===== config.mk =====
export PLATFORM = sky130hd
export DESIGN_NAME = uart_tx_arbiter_flat
export DESIGN_NICKNAME = d
export VERILOG_FILES = /design/src/rtl/uart_tx_arbiter_if.sv /design/src/rtl/uart_tx_arbiter.sv /design/src/flat_wrapper.sv
export SDC_FILE = /design/constraint.sdc
export NUM_CORES = 1
export LEC_CHECK = 0
export CORE_MARGIN = 10
export CORE_UTILIZATION = 50
export CTS_CLUSTER_SIZE = 16
export DETAILED_ROUTE_END_ITERATION = 10
export GPL_ROUTABILITY_DRIVEN = 1
export HOLD_SLACK_MARGIN = 0.1
export PLACE_DENSITY = 0.88
export SKIP_CTS_REPAIR_TIMING = 1
export SYNTH_ARGS = -nofsm -noshare
export SYNTH_HDL_FRONTEND = slang
export SYNTH_SLANG_ARGS = --single-unit

===== constraint.sdc =====
create_clock -name clk -period 3.2 [get_ports clk]
set_clock_uncertainty 0.05 [all_clocks]
set_input_delay 0.32 -clock clk [delete_from_list [all_inputs] [get_ports clk]]
set_output_delay 0.32 -clock clk [all_outputs]
set_load 0.05 [all_outputs]

===== src/rtl/uart_tx_arbiter_if.sv =====
// Requester-side and TX-buffer-side signals of the UART TX arbiter.
// The arbiter takes the slave modport; the driving environment takes master.
interface uart_tx_arbiter_if #(
  parameter int unsigned IDW = 2
);
  localparam int unsigned NUM_REQ = 2**IDW;

  logic [NUM_REQ-1:0]   req_valid;
  logic [8*NUM_REQ-1:0] req_data;
  logic [NUM_REQ-1:0]   req_last;
  logic [NUM_REQ-1:0]   req_ack_c;
  logic [7:0]           out_data;
  logic                 out_valid;
  logic                 out_busy;
  logic [IDW-1:0]       grant_id;
  logic                 active;

  modport master (
    output req_valid, req_data, req_last, out_busy,
    input  req_ack_c, out_data, out_valid, grant_id, active
  );

  modport slave (
    input  req_valid, req_data, req_last, out_busy,
    output req_ack_c, out_data, out_valid, grant_id, active
  );
endinterface


===== src/rtl/uart_tx_arbiter.sv =====
// Round-robin arbiter sharing one UART TX buffer between 2**IDW byte streams.
// A grant lasts until message end, MAX_BURST bytes, or TIMEOUT idle cycles.
module uart_tx_arbiter #(
  parameter int unsigned IDW       = 2,
  parameter int unsigned MAX_BURST = 16,
  parameter int unsigned TIMEOUT   = 64
) (
  input  logic             clk,
  input  logic             rst_n,
  uart_tx_arbiter_if.slave bus
);
  localparam int unsigned     NUM_REQ = 2**IDW;
  localparam int unsigned     CNTW    = 8;
  localparam logic [CNTW-1:0] CNT_MAX = '1;

  typedef enum logic {IDLE = 1'b0, XFER = 1'b1} state_e;

  state_e             state_q, state_d;
  logic [IDW-1:0]     grant_q, grant_d;
  logic [CNTW-1:0]    byte_cnt_q, byte_cnt_d;
  logic [CNTW-1:0]    idle_cnt_q, idle_cnt_d;
  logic [7:0]         out_data_q, out_data_d;
  logic               out_valid_q, out_valid_d;

  logic [IDW-1:0]     cand_c;
  logic [IDW-1:0]     pick_idx_c;
  logic               pick_found_c;
  logic               accept_c;
  logic [CNTW-1:0]    byte_inc_c;
  logic [CNTW-1:0]    idle_inc_c;
  logic [NUM_REQ-1:0] ack_c;

  // Circular search starting one past the last granted index.
  always_comb begin
    cand_c       = grant_q;
    pick_idx_c   = grant_q;
    pick_found_c = 1'b0;
    for (int unsigned i = 1; i <= NUM_REQ; i++) begin
      cand_c = grant_q + IDW'(i);
      if (!pick_found_c && bus.req_valid[cand_c]) begin
        pick_found_c = 1'b1;
        pick_idx_c   = cand_c;
      end
    end
  end

  assign accept_c   = (state_q == XFER) && bus.req_valid[grant_q] && !bus.out_busy;
  assign byte_inc_c = (byte_cnt_q == CNT_MAX) ? CNT_MAX : byte_cnt_q + CNTW'(1);
  assign idle_inc_c = (idle_cnt_q == CNT_MAX) ? CNT_MAX : idle_cnt_q + CNTW'(1);

  always_comb begin
    ack_c = '0;
    if (accept_c) begin
      ack_c[grant_q] = 1'b1;
    end
  end

  // Next-state: arbitration in IDLE, byte forwarding and release checks in XFER.
  always_comb begin
    state_d     = state_q;
    grant_d     = grant_q;
    byte_cnt_d  = byte_cnt_q;
    idle_cnt_d  = idle_cnt_q;
    out_data_d  = out_data_q;
    out_valid_d = 1'b0;

    if (state_q == IDLE) begin
      if (pick_found_c) begin
        grant_d    = pick_idx_c;
        byte_cnt_d = '0;
        idle_cnt_d = '0;
        state_d    = XFER;
      end
    end else begin
      if (accept_c) begin
        out_data_d  = bus.req_data[{grant_q, 3'b000} +: 8];
        out_valid_d = 1'b1;
        byte_cnt_d  = byte_inc_c;
        idle_cnt_d  = '0;
        if (bus.req_last[grant_q] || (byte_inc_c >= CNTW'(MAX_BURST))) begin
          state_d = IDLE;
        end
      end else if (!bus.req_valid[grant_q]) begin
        // Backpressure stalls leave the idle count untouched.
        idle_cnt_d = idle_inc_c;
        if (idle_inc_c >= CNTW'(TIMEOUT)) begin
          state_d = IDLE;
        end
      end
    end
  end

  always_ff @(posedge clk or negedge rst_n) begin
    if (!rst_n) begin
      state_q     <= IDLE;
      grant_q     <= IDW'(NUM_REQ - 1);
      byte_cnt_q  <= '0;
      idle_cnt_q  <= '0;
      out_data_q  <= '0;
      out_valid_q <= 1'b0;
    end else begin
      state_q     <= state_d;
      grant_q     <= grant_d;
      byte_cnt_q  <= byte_cnt_d;
      idle_cnt_q  <= idle_cnt_d;
      out_data_q  <= out_data_d;
      out_valid_q <= out_valid_d;
    end
  end

  assign bus.req_ack_c = ack_c;
  assign bus.out_data  = out_data_q;
  assign bus.out_valid = out_valid_q;
  assign bus.grant_id  = grant_q;
  assign bus.active    = (state_q == XFER);

endmodule


===== src/flat_wrapper.sv =====
// flat-port wrapper written by rule: the top's interface ports become plain ports
module uart_tx_arbiter_flat 
#(
  parameter int unsigned IDW       = 2,
  parameter int unsigned MAX_BURST = 16,
  parameter int unsigned TIMEOUT   = 64
)
  (clk, rst_n, bus_req_valid, bus_req_data, bus_req_last, bus_out_busy, bus_req_ack_c, bus_out_data, bus_out_valid, bus_grant_id, bus_active);
  uart_tx_arbiter_if #(.IDW(IDW)) bus_i ();
  input  logic clk;
  input  logic rst_n;
  input wire logic [$bits(bus_i.req_valid)-1:0] bus_req_valid;
  input wire logic [$bits(bus_i.req_data)-1:0] bus_req_data;
  input wire logic [$bits(bus_i.req_last)-1:0] bus_req_last;
  input wire logic [$bits(bus_i.out_busy)-1:0] bus_out_busy;
  output wire logic [$bits(bus_i.req_ack_c)-1:0] bus_req_ack_c;
  output wire logic [$bits(bus_i.out_data)-1:0] bus_out_data;
  output wire logic [$bits(bus_i.out_valid)-1:0] bus_out_valid;
  output wire logic [$bits(bus_i.grant_id)-1:0] bus_grant_id;
  output wire logic [$bits(bus_i.active)-1:0] bus_active;
  assign bus_i.req_valid = bus_req_valid;
  assign bus_i.req_data = bus_req_data;
  assign bus_i.req_last = bus_req_last;
  assign bus_i.out_busy = bus_out_busy;
  assign bus_req_ack_c = bus_i.req_ack_c;
  assign bus_out_data = bus_i.out_data;
  assign bus_out_valid = bus_i.out_valid;
  assign bus_grant_id = bus_i.grant_id;
  assign bus_active = bus_i.active;
  uart_tx_arbiter #(.IDW(IDW), .MAX_BURST(MAX_BURST), .TIMEOUT(TIMEOUT)) u_core (.clk(clk), .rst_n(rst_n), .bus(bus_i));
endmodule

==> results of run 1 <==
## state kept, by name, summed over array words and instances (netlist names)
name and flops:
u_core.idle_cnt_q 8, u_core.bus.out_data 8, u_core.bus.active 1, u_core.bus.out_valid 1
u_core.byte_cnt_q 8, u_core.bus.grant_id 2
## cell families after synthesis
group,share of synthesized area
XOR/XNOR,0.00407
flip-flops,0.327
AO/OA/AOI/OAI,0.170
AND/OR/NAND/NOR,0.170
buffers and inverters,0.0663
multiplexers,0.228
adder cells (fa/ha/maj),0.0349
## critical path, cell delays in order (launching register included)
cell	delay, ns
dfstp_2	0.85
mux2i_1	0.14
o22ai_1	0.25
nor2b_1	0.16
buf_4	0.23
and2_1	0.21
buf_12	0.15
## placed cells by master, fill, tap and decap left out, types with 3 or more instances in the layout
master / n
a21oi_1: 15
a31oi_1: 6
and2_1: 6
and3_1: 10
buf_12: 4
buf_4: 4
clkbuf_8: 3
clkdlybuf4s50_1: 54
dfrtp_1: 26
ha_1: 6
inv_1: 8
mux2_2: 6
mux2_4: 5
mux2i_1: 7
mux4_2: 10
nand2_1: 12
nand3_1: 7
nand4_1: 3
nor2_1: 8
nor3_1: 3
o21ai_0: 12
o21ai_1: 3
## power by group through the flow
stage | Sequential (mW) | Combinational, mW | Clock, mW
after floorplan | 0.838 | 0.886 | 0
after global placement | 0.668 | 1.41 | 0
after detailed placement | 0.681 | 1.44 | 0
after CTS | 0.675 | 1.45 | 0.214
after global routing | 0.701 | 1.55 | 0.228
final | 0.676 | 1.44 | 0.204
## worst min-delay path by stage
stage                                start                     end  slack (ns)  cells past startpoint
floorplan                            rst_n       u_core.bus.active       -0.03                      0
global placement    u_core.bus.out_data[2]  u_core.bus.out_data[2]        0.44                      1
detailed placement  u_core.bus.out_data[3]  u_core.bus.out_data[3]        0.45                      1
CTS                                  rst_n    u_core.idle_cnt_q[1]        0.38                      2
global route                         rst_n    u_core.idle_cnt_q[1]        0.39                      2
finish                               rst_n  u_core.bus.out_data[4]        0.37                      2
## layer usage
| layer | global-route usage | wire length (um) | vias up | part of all wire |
|---|---|---|---|---|
| li1 | - | - | 879 | - |
| met1 | 0.176 | 2200 | 894 | 0.39 |
| met2 | 0.275 | 3020 | 56 | 0.54 |
| met3 | 0.0360 | 309 | 6 | 0.055 |
| met4 | 0.0479 | 85 | 0 | 0.015 |
| met5 | 0 | 0 | - | 0 |
## cell type report
class	count	area [um^2]	area share
timing repair buffer	62	651	0.233
tap	50	62.6	0.0224
clock buffer	4	45.0	0.0161
sequential	28	703	0.251
multi-input combinational	153	1310	0.467
inverter	8	30.0	0.0107
==> insert_results.sql, run 1 <==
INSERT INTO impl_metrics (metric_group, metric, value, unit) VALUES
('outcome', 'run_status', 'completed', ''),
('yosys', 'synthTopCellsByArea', 'dfrtp_1 (30%), mux4_2 (10%), a21oi_1 (3.5%), ha_1 (3.5%), mux2_4 (3.5%)', ''),
('timing', 'post_layout_worst_setup_margin', '0.547', 'ns'),
('yosys', 'syn_nets', '254', ''),
('power', 'power_frac_seq', '0.292', ''),
('yosys', 'yosysTopAreaCellShare', '0.303', ''),
('yosys', 'netlist-cell-type-count', '51', ''),
('routing', 'drt-wirelength-per-cell', '18.4', 'um'),
('routing', 'vias_per_cell', '6.02', ''),
('flow_run', 'max_cap_check_violation_count', '0', ''),
('placed_design', 'gp_congestion', '0.887', ''),
('setup_path', 'critPathCaptureType', 'output pin', ''),
('power', 'pwr_density_cell', '829', 'mW/mm^2'),
('yosys', 'yosys-top-cells-count', 'dfrtp_1 (26), a21oi_1 (15), nand2_1 (12), o21ai_0 (12)', ''),
('global_route', 'grt_start_max_net_pins', '29', ''),
('final_layout', 'ant_cells', '0', ''),
('hold_path', 'timing.hold.worst.class', 'input pin to asynchronous set/reset pin', ''),
('routing', 'antenna_violating_nets_post_route', '0', ''),
('yosys', 'synth-main-ff-cell', 'dfrtp_1', ''),
('timing', 'totalNegativeSetupSlack', '0', 'ns'),
('yosys', 'yosys.area.top_type', 'dfrtp_1', ''),
('timing', 'slew-limit-headroom', '0.545', ''),
('yosys', 'synth.yosys.seq_area_share', '0.327', ''),
('placed_design', 'buffer_ports.inserted', '58', ''),
('yosys', 'synth_edf_count', '0', ''),
('clocking', 'ctsRootBufferMaster', 'clkbuf_8', ''),
('timing', 'timing_hold_violations_final', '0', ''),
('placed_design', 'place_ws', '0.715', 'ns'),
('setup_path', 'cp.arrival', '2.28', 'ns'),
('placed_design', 'dp_hpwl', '4360', 'um'),
('placed_design', 'dp_cells', '301', ''),
('yosys', 'netlist_area', '0.00215', 'mm^2'),
('floorplan', 'die_area', '0.00732', 'mm^2'),
('routing', 'routed-via-count', '1835', ''),
('timing', 'finalSetupViolations', '0', ''),
('timing', 'number_of_pins_exceeding_their_max_slew_limit_in_the_final_report', '0', ''),
('final_layout', 'post-route-util', '0.684', ''),
('clocking', 'cts_inserted_buffers', '3', ''),
('power', 'combinational_cell_fraction_of_total_power', '0.620', ''),
('final_layout', 'share_of_layout_cells_above_drive_strength_1', '0.180', ''),
('floorplan', 'die_height', '85.6', 'um'),
('timing', 'fin_crit_sh', '0.829', ''),
('setup_path', 'crit_path_max_fanout', '21', ''),
('timing', 'fmax', '0.377', 'GHz'),
('clocking', 'clock_tree.buffer_depth', '2', ''),
('setup_path', 'cp-start-kind', 'flop', ''),
('global_route', 'grt_antenna_before_repair', '0', ''),
('floorplan', 'placeableCoreArea', '0.00409', 'mm^2'),
('timing', 'rsz0062_at_grt', 'no', ''),
('clocking', 'htree_levels', '1', ''),
('timing', 'tightestPinTransition', '0.676', 'ns'),
('global_route', 'grt_util_all_layers', '0.154', ''),
('placed_design', 'placement.cell_area', '0.00275', 'mm^2'),
('final_layout', 'num-fill-cells', '311', ''),
('routing', 'drt-pass1-iter-count', '4', ''),
('yosys', 'count_of_mapped_cells_out_of_synthesis', '205', ''),
('final_layout', 'post_layout_nonfiller_instances', '305', ''),
('clocking', 'post_cts_clock_slew_at_the_launch_and_capture_registers_of_the_worst_setup_and_hold_paths', '0.10', 'ns'),
('power', 'p_switching', '1.06', 'mW'),
('floorplan', 'core.rowCount', '23', ''),
('final_layout', 'synthToLayoutAreaGrowth', '30.0', '%'),
('timing', 'period_minus_slack', '2.65', 'ns'),
('yosys', 'avgSynthCellArea', '10.5', 'um^2'),
('final_layout', 'final_net_count', '305', ''),
('floorplan', 'top_level_ports', '59', ''),
('setup_path', 'critical_path_required', '2.83', 'ns'),
('global_route', 'first_global_vias', '1826', ''),
('yosys', 'number_of_flip_flops_and_latches_in_the_synthesized_netlist', '28', ''),
('final_layout', 'layout.cell_area.non_filler', '0.00280', 'mm^2'),
('clocking', 'clock_sinks', '28', ''),
('yosys', 'synth_async_sr_flop_share', '1.00', '');
Power figures use the tool's default switching activity.
==> inputs of run 2 (changes only) <==
- CORE_UTILIZATION: 50 -> 44
- PLACE_DENSITY: 0.88 -> 0.82
- clock period: 3.2 -> 2.1 ns (I/O delays scaled with it)
==> insert_results.sql, run 2 (same netlist as run 1, synthesis figures left out) <==
INSERT INTO impl_metrics (metric_group, metric, value, unit) VALUES
('final_layout', 'multi_input_comb_area', '0.00139', 'mm^2'),
('global_route', 'grt_start_max_net_pins', '29', ''),
('routing', 'wirelength', '6040', 'um'),
('setup_path', 'critical_path_depth', '6', ''),
('setup_path', 'critical_path_class', 'flop to output pin', ''),
('final_layout', 'layout_commonest_cell', 'clkdlybuf4s50_1', ''),
('hold_path', 'timing.hold.worst.class', 'input pin to asynchronous set/reset pin', ''),
('timing', 'fmax', '0.468', 'GHz'),
('global_route', 'grt_overflow', '0', ''),
('setup_path', 'r2r_cells', '6', ''),
('setup_path', 'critical_path_buf_inv_count', '2', ''),
('power', 'pwr_density_cell', '1310', 'mW/mm^2'),
('final_layout', 'area.sequential', '707', 'um^2'),
('setup_path', 'cp-start-kind', 'flop', ''),
('global_route', 'grt_util_all_layers', '0.141', ''),
('outcome', 'run_status', 'finished with violations', ''),
('routing', 'antenna_violating_nets_post_route', '0', ''),
('placed_design', 'dp_cells', '329', ''),
('floorplan', 'core.rowCount', '25', ''),
('power', 'combinational_cell_fraction_of_total_power', '0.663', ''),
('outcome', 'failed_checks', 'negative setup slack', ''),
('routing', 'drt-pass1-iter-count', '4', ''),
('floorplan', 'die_area', '0.00808', 'mm^2'),
('setup_path', 'path_cells', 'mux2i_1, o22ai_2, nor2b_4, buf_6, and2_4, buf_12', ''),
('setup_path', 'critical_path_required', '1.84', 'ns'),
('floorplan', 'die_extent_in_x', '89.9', 'um'),
('power', 'sw_frac_of_total', '0.432', ''),
('floorplan', 'placeableCoreArea', '0.00472', 'mm^2'),
('timing', 'number_of_pins_exceeding_their_max_slew_limit_in_the_final_report', '0', ''),
('timing', 'worst_hold_check_slack', '0.239', 'ns'),
('power', 'power_frac_seq', '0.229', ''),
('clocking', 'clock_tree.buffer_depth', '2', ''),
('power', 'power_report.internal_total', '2.32', 'mW'),
('final_layout', 'num-fill-cells', '374', ''),
('power', 'total_power', '4.08', 'mW'),
('placed_design', 'buffer_ports.inserted', '58', ''),
('clocking', 'post_cts_clock_slew_at_the_launch_and_capture_registers_of_the_worst_setup_and_hold_paths', '0.11', 'ns'),
('final_layout', 'final_net_count', '329', ''),
('power', 'power.clock.fraction', '0.108', ''),
('final_layout', 'share_of_layout_cells_above_drive_strength_1', '0.330', ''),
('routing', 'drc_errors', '0', ''),
('timing', 'slew-limit-headroom', '0.641', ''),
('timing', 'timing_hold_violations_final', '0', ''),
('final_layout', 'synthToLayoutAreaGrowth', '44.9', '%'),
('global_route', 'first_global_vias', '1950', ''),
('clocking', 'cts_tree', 'yes', ''),
('power', 'p_leak', '1.32', 'nW'),
('setup_path', 'critical-path-slowest-cell', 'dfstp_2', ''),
('routing', 'drt-wirelength-per-cell', '17.5', 'um'),
('setup_path', 'critPathCaptureType', 'output pin', ''),
('timing', 'post_layout_worst_setup_margin', '-0.0363', 'ns'),
('routing', 'vias_per_cell', '5.68', ''),
('flow_run', 'max_cap_check_violation_count', '0', ''),
('placed_design', 'gp_congestion', '0.843', ''),
('setup_path', 'critical-path-max-stage-delay', '0.63', 'ns'),
('placed_design', 'dp_hpwl', '4420', 'um'),
('clocking', 'htree_levels', '1', ''),
('setup_path', 'critPathTopFamily', 'flip-flops', ''),
('final_layout', 'layout_common_cells', 'clkdlybuf4s50_1 (51), dfrtp_1 (26), buf_4 (25), nand2_1 (12)', ''),
('clocking', 'ctsRootBufferMaster', 'clkbuf_8', ''),
('final_layout', 'post_layout_nonfiller_instances', '346', ''),
('setup_path', 'crit_path_max_fanout', '6', ''),
('clocking', 'latest_clock_arrival_within_the_worst_skew_pair', '0.29', 'ns'),
('final_layout', 'ant_cells', '0', ''),
('setup_path', 'cp.arrival', '1.88', 'ns'),
('power', 'p_switching', '1.76', 'mW'),
('floorplan', 'die_height', '89.9', 'um'),
('clocking', 'cts_inserted_buffers', '3', ''),
('clocking', 'clock_sinks', '28', ''),
('routing', 'routed-via-count', '1965', ''),
('floorplan', 'top_level_ports', '59', ''),
('global_route', 'grt_antenna_before_repair', '0', ''),
('routing', 'drt_first_iter_violations', '102', ''),
('floorplan', 'floorplan.initialDensity', '0.455', ''),
('power', 'peakVddDrop', '0.963', 'mV'),
('global_route', 'grt_first_pass_wirelength', '9660', 'um'),
('timing', 'tightestPinTransition', '0.537', 'ns'),
('timing', 'rsz0062_at_grt', 'yes', ''),
('timing', 'fin_crit_sh', '1.02', ''),
('timing', 'finalSetupViolations', '4', ''),
('timing', 'period_minus_slack', '2.14', 'ns'),
('final_layout', 'post-route-util', '0.660', '');
run 2: worst paths after layout:
check | end | slack [ns] | start
max in group asynchronous | u_core.bus.grant_id[0] | 1.46 | rst_n
max | bus_req_ack_c[3] | -0.04 | u_core.bus.grant_id[1]
min | u_core.bus.active | 0.24 | rst_n
max reg2reg | u_core.byte_cnt_q[7] | 0.01 | u_core.bus.grant_id[0]
min in group clk | u_core.bus.out_data[5] | 0.47 | u_core.bus.out_data[5]
min reg2reg | u_core.bus.out_data[5] | 0.47 | u_core.bus.out_data[5]
run 2: power by group through the flow:
stage / Sequential (mW) / Combinational [mW] / Clock [mW]
5_1_grt: 0.971 / 2.90 / 0.480
3_3_place_gp: 0.958 / 2.32 / 0
3_5_place_dp: 0.966 / 2.39 / 0
4_1_cts: 0.959 / 2.39 / 0.452
2_1_floorplan: 1.29 / 1.41 / 0
6_report: 0.936 / 2.70 / 0.441
run 2: metrics by stage:
stage | cell area (um^2) | setup TNS [ns] | setup WS (ns)
after floorplan | 2180 | -0.237 | -0.0526
after global placement | 2880 | 0 | 0.0295
after detailed placement | 2880 | -0.0104 | -0.0104
after CTS | 2950 | -0.467 | -0.123
after global routing | 3120 | -0.725 | -0.102
final | 3120 | -0.135 | -0.0363
run 2: layout make-up:
cell class | instances | area share
multi-input combinational | 154 | 0.445
tap | 67 | 0.0269
clock inverter | 1 | 0.00963
clock buffer | 3 | 0.0132
sequential | 28 | 0.227
timing repair buffer | 85 | 0.269
inverter | 8 | 0.00963
run 2: routing by layer:
metal / track usage / part of all wire / vias to the layer above
li1: - / - / 928
met1: 0.157 / 0.39 / 977
met2: 0.262 / 0.56 / 52
met3: 0.0233 / 0.032 / 8
met4: 0.0504 / 0.019 / 0
met5: 0 / 0 / -
